### src/rtl/decode_stage_if.sv
`default_nettype none
// +------------------------------------------------------------------+
// | decode_stage_if : D-stage bus between fetch/hazard side and decode |
// | Revision 1.0                                                       |
// +------------------------------------------------------------------+
interface decode_stage_if #(
  parameter int XLEN = 32,
  parameter int NREG = 32
);
  localparam int RA_W = $clog2(NREG);

  logic            stall_D;
  logic            flush_D;
  logic [31:0]     inst_F;
  logic [XLEN-1:0] pc_plus4_F;
  logic            reg_write_W;
  logic [RA_W-1:0] reg_id_W;
  logic [XLEN-1:0] result_W;
  logic [XLEN-1:0] alu_out_M;
  logic [1:0]      fwd_a_D;
  logic [1:0]      fwd_b_D;
  logic            branch_D;
  logic [2:0]      br_mode_D;

  logic [31:0]     inst_D;
  logic [XLEN-1:0] pc_plus4_D;
  logic            valid_D;
  logic [XLEN-1:0] rs_out_D;
  logic [XLEN-1:0] rt_out_D;
  logic [XLEN-1:0] imm_D;
  logic [XLEN-1:0] pc_br_D;
  logic            pc_src_D;

  modport master (
    output stall_D, flush_D, inst_F, pc_plus4_F, reg_write_W, reg_id_W,
           result_W, alu_out_M, fwd_a_D, fwd_b_D, branch_D, br_mode_D,
    input  inst_D, pc_plus4_D, valid_D, rs_out_D, rt_out_D, imm_D,
           pc_br_D, pc_src_D
  );

  modport slave (
    input  stall_D, flush_D, inst_F, pc_plus4_F, reg_write_W, reg_id_W,
           result_W, alu_out_M, fwd_a_D, fwd_b_D, branch_D, br_mode_D,
    output inst_D, pc_plus4_D, valid_D, rs_out_D, rt_out_D, imm_D,
           pc_br_D, pc_src_D
  );
endinterface
`default_nettype wire

### src/rtl/decode_stage.sv
`default_nettype none
// +------------------------------------------------------------------+
// | decode_stage : F/D register, bypassed regfile, early branch in D  |
// | Revision 1.0                                                       |
// +------------------------------------------------------------------+
module decode_stage #(
  parameter int XLEN = 32,
  parameter int NREG = 32
) (
  input  logic          clk,
  input  logic          reset,
  decode_stage_if.slave bus
);
  localparam int RA_W = $clog2(NREG);

  localparam logic [2:0] BR_EQ  = 3'd0;
  localparam logic [2:0] BR_NE  = 3'd1;
  localparam logic [2:0] BR_LEZ = 3'd2;
  localparam logic [2:0] BR_GTZ = 3'd3;
  localparam logic [2:0] BR_LTZ = 3'd4;
  localparam logic [2:0] BR_GEZ = 3'd5;

  logic [31:0]     inst_q;
  logic [XLEN-1:0] pc_plus4_q;
  logic            valid_q;
  logic [XLEN-1:0] regs [NREG];

  logic            wr_en;
  logic [RA_W-1:0] rs_idx;
  logic [RA_W-1:0] rt_idx;
  logic [XLEN-1:0] rs_val;
  logic [XLEN-1:0] rt_val;
  logic [XLEN-1:0] imm;
  logic [XLEN-1:0] cmp_a;
  logic [XLEN-1:0] cmp_b;
  logic            cond;

  always_ff @(posedge clk) begin
    if (reset || bus.flush_D) begin
      inst_q     <= '0;
      pc_plus4_q <= '0;
      valid_q    <= 1'b0;
    end else if (!bus.stall_D) begin
      inst_q     <= bus.inst_F;
      pc_plus4_q <= bus.pc_plus4_F;
      valid_q    <= 1'b1;
    end
  end

  // A write coinciding with reset is dropped, so it also must not bypass.
  assign wr_en = bus.reg_write_W && (bus.reg_id_W != '0) && !reset;

  always_ff @(posedge clk) begin
    if (reset) begin
      for (int i = 0; i < NREG; i++) regs[i] <= '0;
    end else if (wr_en) begin
      regs[bus.reg_id_W] <= bus.result_W;
    end
  end

  assign rs_idx = inst_q[21 +: RA_W];
  assign rt_idx = inst_q[16 +: RA_W];

  always_comb begin
    rs_val = regs[rs_idx];
    rt_val = regs[rt_idx];
    if (wr_en && (rs_idx == bus.reg_id_W)) rs_val = bus.result_W;
    if (wr_en && (rt_idx == bus.reg_id_W)) rt_val = bus.result_W;
  end

  assign imm = {{(XLEN-16){inst_q[15]}}, inst_q[15:0]};

  always_comb begin
    cmp_a = rs_val;
    cmp_b = rt_val;
    case (bus.fwd_a_D)
      2'b01:   cmp_a = bus.alu_out_M;
      2'b10:   cmp_a = bus.result_W;
      default: cmp_a = rs_val;
    endcase
    case (bus.fwd_b_D)
      2'b01:   cmp_b = bus.alu_out_M;
      2'b10:   cmp_b = bus.result_W;
      default: cmp_b = rt_val;
    endcase
  end

  // Zero tests read the sign bit directly: signed compare against zero.
  always_comb begin
    cond = 1'b0;
    case (bus.br_mode_D)
      BR_EQ:   cond = (cmp_a == cmp_b);
      BR_NE:   cond = (cmp_a != cmp_b);
      BR_LEZ:  cond = cmp_a[XLEN-1] || (cmp_a == '0);
      BR_GTZ:  cond = !cmp_a[XLEN-1] && (cmp_a != '0);
      BR_LTZ:  cond = cmp_a[XLEN-1];
      BR_GEZ:  cond = !cmp_a[XLEN-1];
      default: cond = 1'b0;
    endcase
  end

  assign bus.inst_D     = inst_q;
  assign bus.pc_plus4_D = pc_plus4_q;
  assign bus.valid_D    = valid_q;
  assign bus.rs_out_D   = rs_val;
  assign bus.rt_out_D   = rt_val;
  assign bus.imm_D      = imm;
  assign bus.pc_br_D    = pc_plus4_q + (imm << 2);
  assign bus.pc_src_D   = bus.branch_D && valid_q && cond;
endmodule
`default_nettype wire

### src/flat_wrapper.sv
// flat-port wrapper written by rule: the top's interface ports become plain ports
module decode_stage_flat 
#(
  parameter int XLEN = 32,
  parameter int NREG = 32
)
  (clk, reset, bus_stall_D, bus_flush_D, bus_inst_F, bus_pc_plus4_F, bus_reg_write_W, bus_reg_id_W, bus_result_W, bus_alu_out_M, bus_fwd_a_D, bus_fwd_b_D, bus_branch_D, bus_br_mode_D, bus_inst_D, bus_pc_plus4_D, bus_valid_D, bus_rs_out_D, bus_rt_out_D, bus_imm_D, bus_pc_br_D, bus_pc_src_D);
  decode_stage_if #(.XLEN(XLEN), .NREG(NREG)) bus_i ();
  input  logic clk;
  input  logic reset;
  input wire logic [$bits(bus_i.stall_D)-1:0] bus_stall_D;
  input wire logic [$bits(bus_i.flush_D)-1:0] bus_flush_D;
  input wire logic [$bits(bus_i.inst_F)-1:0] bus_inst_F;
  input wire logic [$bits(bus_i.pc_plus4_F)-1:0] bus_pc_plus4_F;
  input wire logic [$bits(bus_i.reg_write_W)-1:0] bus_reg_write_W;
  input wire logic [$bits(bus_i.reg_id_W)-1:0] bus_reg_id_W;
  input wire logic [$bits(bus_i.result_W)-1:0] bus_result_W;
  input wire logic [$bits(bus_i.alu_out_M)-1:0] bus_alu_out_M;
  input wire logic [$bits(bus_i.fwd_a_D)-1:0] bus_fwd_a_D;
  input wire logic [$bits(bus_i.fwd_b_D)-1:0] bus_fwd_b_D;
  input wire logic [$bits(bus_i.branch_D)-1:0] bus_branch_D;
  input wire logic [$bits(bus_i.br_mode_D)-1:0] bus_br_mode_D;
  output wire logic [$bits(bus_i.inst_D)-1:0] bus_inst_D;
  output wire logic [$bits(bus_i.pc_plus4_D)-1:0] bus_pc_plus4_D;
  output wire logic [$bits(bus_i.valid_D)-1:0] bus_valid_D;
  output wire logic [$bits(bus_i.rs_out_D)-1:0] bus_rs_out_D;
  output wire logic [$bits(bus_i.rt_out_D)-1:0] bus_rt_out_D;
  output wire logic [$bits(bus_i.imm_D)-1:0] bus_imm_D;
  output wire logic [$bits(bus_i.pc_br_D)-1:0] bus_pc_br_D;
  output wire logic [$bits(bus_i.pc_src_D)-1:0] bus_pc_src_D;
  assign bus_i.stall_D = bus_stall_D;
  assign bus_i.flush_D = bus_flush_D;
  assign bus_i.inst_F = bus_inst_F;
  assign bus_i.pc_plus4_F = bus_pc_plus4_F;
  assign bus_i.reg_write_W = bus_reg_write_W;
  assign bus_i.reg_id_W = bus_reg_id_W;
  assign bus_i.result_W = bus_result_W;
  assign bus_i.alu_out_M = bus_alu_out_M;
  assign bus_i.fwd_a_D = bus_fwd_a_D;
  assign bus_i.fwd_b_D = bus_fwd_b_D;
  assign bus_i.branch_D = bus_branch_D;
  assign bus_i.br_mode_D = bus_br_mode_D;
  assign bus_inst_D = bus_i.inst_D;
  assign bus_pc_plus4_D = bus_i.pc_plus4_D;
  assign bus_valid_D = bus_i.valid_D;
  assign bus_rs_out_D = bus_i.rs_out_D;
  assign bus_rt_out_D = bus_i.rt_out_D;
  assign bus_imm_D = bus_i.imm_D;
  assign bus_pc_br_D = bus_i.pc_br_D;
  assign bus_pc_src_D = bus_i.pc_src_D;
  decode_stage #(.XLEN(XLEN), .NREG(NREG)) u_core (.clk(clk), .reset(reset), .bus(bus_i));
endmodule
### config.mk
export PLATFORM = sky130hd
export DESIGN_NAME = decode_stage_flat
export DESIGN_NICKNAME = d
export VERILOG_FILES = /design/src/rtl/decode_stage_if.sv /design/src/rtl/decode_stage.sv /design/src/flat_wrapper.sv
export SDC_FILE = /design/constraint.sdc
export NUM_CORES = 2
export LEC_CHECK = 0
export BUFFER_PORTS_ARGS = -buffer_cell sky130_fd_sc_hd__buf_4
export CAP_MARGIN = 40
export CORE_ASPECT_RATIO = 1.1
export CORE_MARGIN = 8
export CORE_UTILIZATION = 45
export CTS_CLUSTER_SIZE = 20
export DETAILED_ROUTE_END_ITERATION = 16
export PLACE_DENSITY = 0.72
export RECOVER_POWER = 25
export SYNTH_ARGS = -nofsm -noshare
export SYNTH_HDL_FRONTEND = slang
export SYNTH_SLANG_ARGS = --single-unit
### constraint.sdc
create_clock -name clk -period 5.3 [get_ports clk]
set_input_delay 1.06 -clock clk [delete_from_list [all_inputs] [get_ports clk]]
set_output_delay 1.06 -clock clk [all_outputs]
set_load 0.02 [all_outputs]
== Word-level counts from Yosys, hierarchy flattened ==
Memory sizes are Yosys's and may differ from the RTL's. A register that Yosys moved wholly into a read port is not among the register bits.
Index checks and enable logic that the tools add are counted.
Word-level totals
  register bits: 65
  bits in writable memories: 1024
  input bits: 146
  output and inout port bits: 194
  word-level logic and storage cells: 51
  memories: 1
Memory list
  u_core.regs: words 32, width 32, rd ports 2, clocked after memory_dff 2, wr ports 32, line decode_stage.sv:26  | logic [XLEN-1:0] regs [NREG];
Operators by class
  $add $sub $neg: 1
  equality and inequality tests: 13
  multiplexer cells: 17
  reduce and logical (&&, ||, !) cells: 16
Operators by type and width (number)
  case mux 32 bit (2 select lines): 2
  2-to-1 mux 32 bit: 3
  adder 32 bit: 1
  equality test 32 bit: 1
  logical NOT 32 bit: 1
  inequality test 32 bit: 1
  nonzero test 32 bit: 1
  OR reduction 32 bit: 1
  2-to-1 mux 5 bit: 5
  equality test 5 bit: 2
  logical AND 1 bit: 7
  equality test 3 x 2 -> 1 bit (second input constant): 2
  equality test 3 bit (second input constant): 2
  2-to-1 mux 1 bit: 6
  case mux 1 bit (6 select lines): 1
  nonzero test 5 bit: 1
  equality test 2 x 1 -> 1 bit (second input constant): 2
  equality test 2 bit (second input constant): 2
  equality test 3 x 1 -> 1 bit (second input constant): 1
  logical NOT 3 bit: 1
  logical NOT 1 bit: 2
  logical OR 1 bit: 2

== Logic depth before layout (Yosys ltp) ==
  depth in word-level cells: 10
  mapped depth: 17
  mapped depth without buffers: 14

== Worst setup path before layout ==
No wires, ideal clock.
  path type: input to output
  start: input bus_reg_id_W[0]
  end: output bus_pc_src_D
  arrival time: 4.218 ns
  required time: 4.240 ns
  setup slack: 0.022 ns
  stages: 13
  path buffers: 3
  path through: clkbuf_1 -> xnor2_1 -> nand4_1 -> o31ai_1 -> buf_2 -> buf_1 -> a22oi_1 -> and3_1 -> o211a_1 -> nand4_1 -> nor3_1 -> or4_1 -> a311oi_2
Between the ends
  word-level cells in the longest chain between the ends: 10
  elaborated cells on any way between the ends: 20
  classes of those cells: 4 x eq/ne; 5 x mux; 11 x reduce/logical
RTL lines
  from (decl): line flat_wrapper.sv:16  | input wire logic [$bits(bus_i.reg_id_W)-1:0] bus_reg_id_W;
  nonzero test 5 bit: line decode_stage.sv:51  | assign wr_en = bus.reg_write_W && (bus.reg_id_W != '0) && !reset;
  logical AND 1 bit (2 in series): line decode_stage.sv:51
  logical AND 1 bit: line decode_stage.sv:67  | if (wr_en && (rs_idx == bus.reg_id_W)) rs_val = bus.result_W;
  2-to-1 mux 32 bit: line decode_stage.sv:67
  case mux 32 bit (2 select lines): line decode_stage.sv:76  | case (bus.fwd_a_D)
  nonzero test 32 bit (tied with other cells): line decode_stage.sv:95  | BR_GTZ: cond = !cmp_a[XLEN-1] && (cmp_a != '0);
  logical AND 1 bit or logical OR 1 bit (tied branches): line decode_stage.sv:95, decode_stage.sv:94
  case mux 1 bit (6 select lines) (*): line decode_stage.sv:91  | case (bus.br_mode_D)
  logical AND 1 bit (*): line decode_stage.sv:109  | assign bus.pc_src_D = bus.branch_D && valid_q && cond;
  to (decl): line flat_wrapper.sv:30  | output wire logic [$bits(bus_i.pc_src_D)-1:0] bus_pc_src_D;
Mark *: on every way between the ends. The rest lies on a longest branch, timed or not.

==> metrics.txt <==
CTS tree=done; via-per-instance ratio=approximately 6.9; sequential fraction of the synthesis area=between 50% and 60%; total power=21.9 mW; Worst path max stage delay=approximately 0.48 ns; Root Driver=clkbuf_16; Slew Limit Fails=between 500 and 600; outcome=finished, violations left; DRC Markers=0; Die ar.=about 150000 um^2; hold_buf cts=0; Layout Area Growth over Synthesis=20.3%; Setup TNS Final=-93.15 ns; Tmin final=6.03 ns; synthesized flop and latch total=between 1000 and 1500; Final #Nets=around 5200; Req. time, crit path=between 4 and 5 ns; CORE AREA=between 100000 and 150000 um^2; setup violators final=roughly 530; Peak VDD IR=around 0.29 mV; pwr/cell area=between 200 and 300 nW/um^2; critical path, cell by cell=buf_12, buf_12, bufbuf_16, nor2_4, buf_4, a22oi_1, nand4_1, nand2_1, o31a_1, o21ai_0, a2111oi_4, buf_4, nand3_1, nor3_2, or4_1, a311oi_2, buf_4, buf_6; Max Fclk=~0.17 GHz; final RePlAce weighted congestion=1.03; Slew HR=-162%; total track usage=a little over a third; TritonRoute pass-1 iters=6; final worst slack=-0.730 ns; Die X-Extent=367 um; share of cells above drive strength 1=a little over 30%; iteration-0 DRC count of the detailed router=between 8000 and 9000; hold path start=u_core.bus.valid_D; TritonCTS buffer count=115; top-area cell type share of the netlist area=between 50 and 60%; crit-path leading delay family=buffers and inverters; R2R Path Start=u_core.bus.inst_D[16]; largest net degree at the start of global routing=55; Post-synth ARST share=0%; htree depth=3; die height=between 400 and 500 um; Final Cycle Share=114%; Vias=roughly 48000; main area contributors after synthesis=edfxtp_1 50%, mux4_2 16%, and2_1 10%; crit start category=register; Setup crit end kind=output pin; Worst path slowest cell=or4_1; post-synthesis instance area=approximately 61000 um^2; commonest cells in the synthesized netlist=1024 x edfxtp_1, 1001 x and2_1, 424 x mux4_2, 277 x clkbuf_1, 254 x mux2i_1; cell repeated most along the worst path=buf_4; CTS sink count=1099; count leader, synth=edfxtp_1; kind of critical path=register to output pin; Buf+Inv Stages, Crit Path=7; Worst Tran Pin Value=just under 4 ns; clk slew on worst S/H paths=~0.070 ns; cells on worst reg2reg path=2; area of the multi-input gates=roughly 27000 um^2; Reg area=between 30000 and 40000 um^2; worst min path class=register to register; R2R Setup Slk=slightly below 4 ns; Clock Latency Late Sink=0.77 ns; Hold Vio Cnt, Final=0; total of max-cap violations=16; dominant cell type by area after synthesis=edfxtp_1; failing checks=capacitance limit, slew limit, setup timing; Worst Path Arrival=4.97 ns; initial antenna violation count=39; wire length per cell=just under 40 um; Netlist cell types=a little under 80; cell row count=about 140; CTS Buffer Depth=3; clock skew=between 0.01 and 0.015 ns; Mapped Cells=approximately 4400; synthesized area per cell=13.7 um^2; Synth Flop Type=edfxtp_1; RSZ-0062 raised after global routing=yes; hold path cells=2; dpl hpwl=about 170000 um; DRT antenna net count=0; leakage power=~26 nW; vias in the first global route=roughly 46000; # port buffers=~340; Fillers=around 11000; Post-Route WL=273000 um; critical path peak fanout=14; first-pass GRT wire length=approximately 370000 um; Worst Hold End=u_core.bus.valid_D; EDFF count, synth=approximately 1000; Ys Warns=0; initial core utilization=between 40 and 50%; remaining global-route overflow=0; I/O pin cnt=340
[state kept, by name, summed over array words and instances (netlist names), named ones only]
name and count:
u_core.bus.pc_plus4_D 32, u_core.bus.inst_D 32, u_core.regs 1024, u_core.bus.valid_D 1
[power breakdown]
part / internal (mW) / switching, mW / total (mW)
Sequential: 9.94 / 0.274 / 10.2
Clock: 4.57 / 3.66 / 8.24
Combinational: 1.40 / 2.07 / 3.47
[how the worst max path moves through the flow]
| stage | slack [ns] | to | cells past startpoint | start |
|---|---|---|---|---|
| 2_1_floorplan | 0.02 | bus_pc_src_D | 13 | bus_reg_id_W[0] |
| 3_3_place_gp | -0.66 | bus_pc_src_D | 14 | register |
| 3_5_place_dp | -0.56 | bus_pc_src_D | 18 | bus_reg_id_W[3] |
| 4_1_cts | -0.63 | bus_pc_src_D | 17 | register |
| 5_1_grt | -0.77 | bus_pc_src_D | 16 | register |
| 6_report | -0.73 | bus_pc_src_D | 18 | register |
[layout make-up]
class                   count  share of cell area [%]
well taps                1787                    3.05
diodes                     36                   0.123
repair buffers            869                    10.5
flip-flops and latches   1099                    44.0
inverters                  25                   0.130
clock buffers             149                    4.29
multi-input cells        2887                    37.1
clock inverters            66                   0.794
[tightest hold or removal path, delay by kind of cell (launching register included)]
kind	cells	cell delay [ns]
flops	1	0.32
buf+inv	1	0.05
compound gates	1	0.05
[cell usage in the layout, fill, tap and decap left out, drive strengths merged, types with 9 or more instances in the layout]
master    Yosys  routed
a211oi       12      12
a21o         16      16
a21oi        69      69
a221oi       30      30
a222oi       21      21
a22o         38      38
a22oi       153     153
a31oi        10      10
and2       1001    1001
and3         26      26
buf         183     774
clkbuf      277     243
clkinv        3      45
clkinvlp      0       9
conb          1      32
dfxtp        75      75
diode         0      36
edfxtp     1024    1024
ha           33      33
inv          22      29
mux2         36      36
mux2i       254     254
mux4        437     437
nand2        85      85
nand2b       13      13
nand3        46      46
nand4        30      30
nor2        188     188
nor2b        28      28
nor3         21      21
nor4         10      10
o211ai       18      18
o21ai        47      47
o221ai       12      12
or2          35      35
xnor2        38      38
xor2         20      20
[metal layers]
metal	share of wire [%]	track usage [%]	wire [um]	vias to the layer above
met5	0.084	0	230	-
met4	9.6	27.8	26200	24
met3	17	15.0	45300	1387
met2	42	51.0	114000	5058
met1	32	42.0	86900	23341
li1	-	-	-	18156
[what timing repair did]
| action | CTS | global route |
|---|---|---|
| endpoints found under the setup margin | 6 | 6 |
| cloned | 3 | 3 |
| buffers inserted | 31 | 29 |
| gates resized for setup | 43 | 40 |
| pin swaps | 17 | 28 |
[through the flow]
stage | hold slack [ns] | cells | utilization, % | worst slack (ns) | cell area, um^2
6_report | 0.471 | 6918 | 54.5 | -0.730 | 73300
5_1_grt | 0.503 | 6888 | 54.5 | -0.766 | 73200
4_1_cts | 0.476 | 6850 | 54.4 | -0.631 | 73100
3_5_place_dp | 0.465 | 6601 | 51.2 | -0.564 | 68800
3_3_place_gp | 0.456 | 6593 | 51.1 | -0.662 | 68600
2_1_floorplan | 0.534 | 4471 | - | 0.0221 | 61100
[cells by family after synthesis]
family	after synthesis	share of synthesized area, %
adder cells (fa/ha/maj)	34	0.710
buffers and inverters	485	3.72
AND/OR/NAND/NOR	1522	14.5
flip-flops	1099	52.9
AO/OA/AOI/OAI	514	6.28
other	1	0.00615
multiplexers	727	21.1
XOR/XNOR	58	0.834
Note: power is estimated with default switching activity, not from simulation.
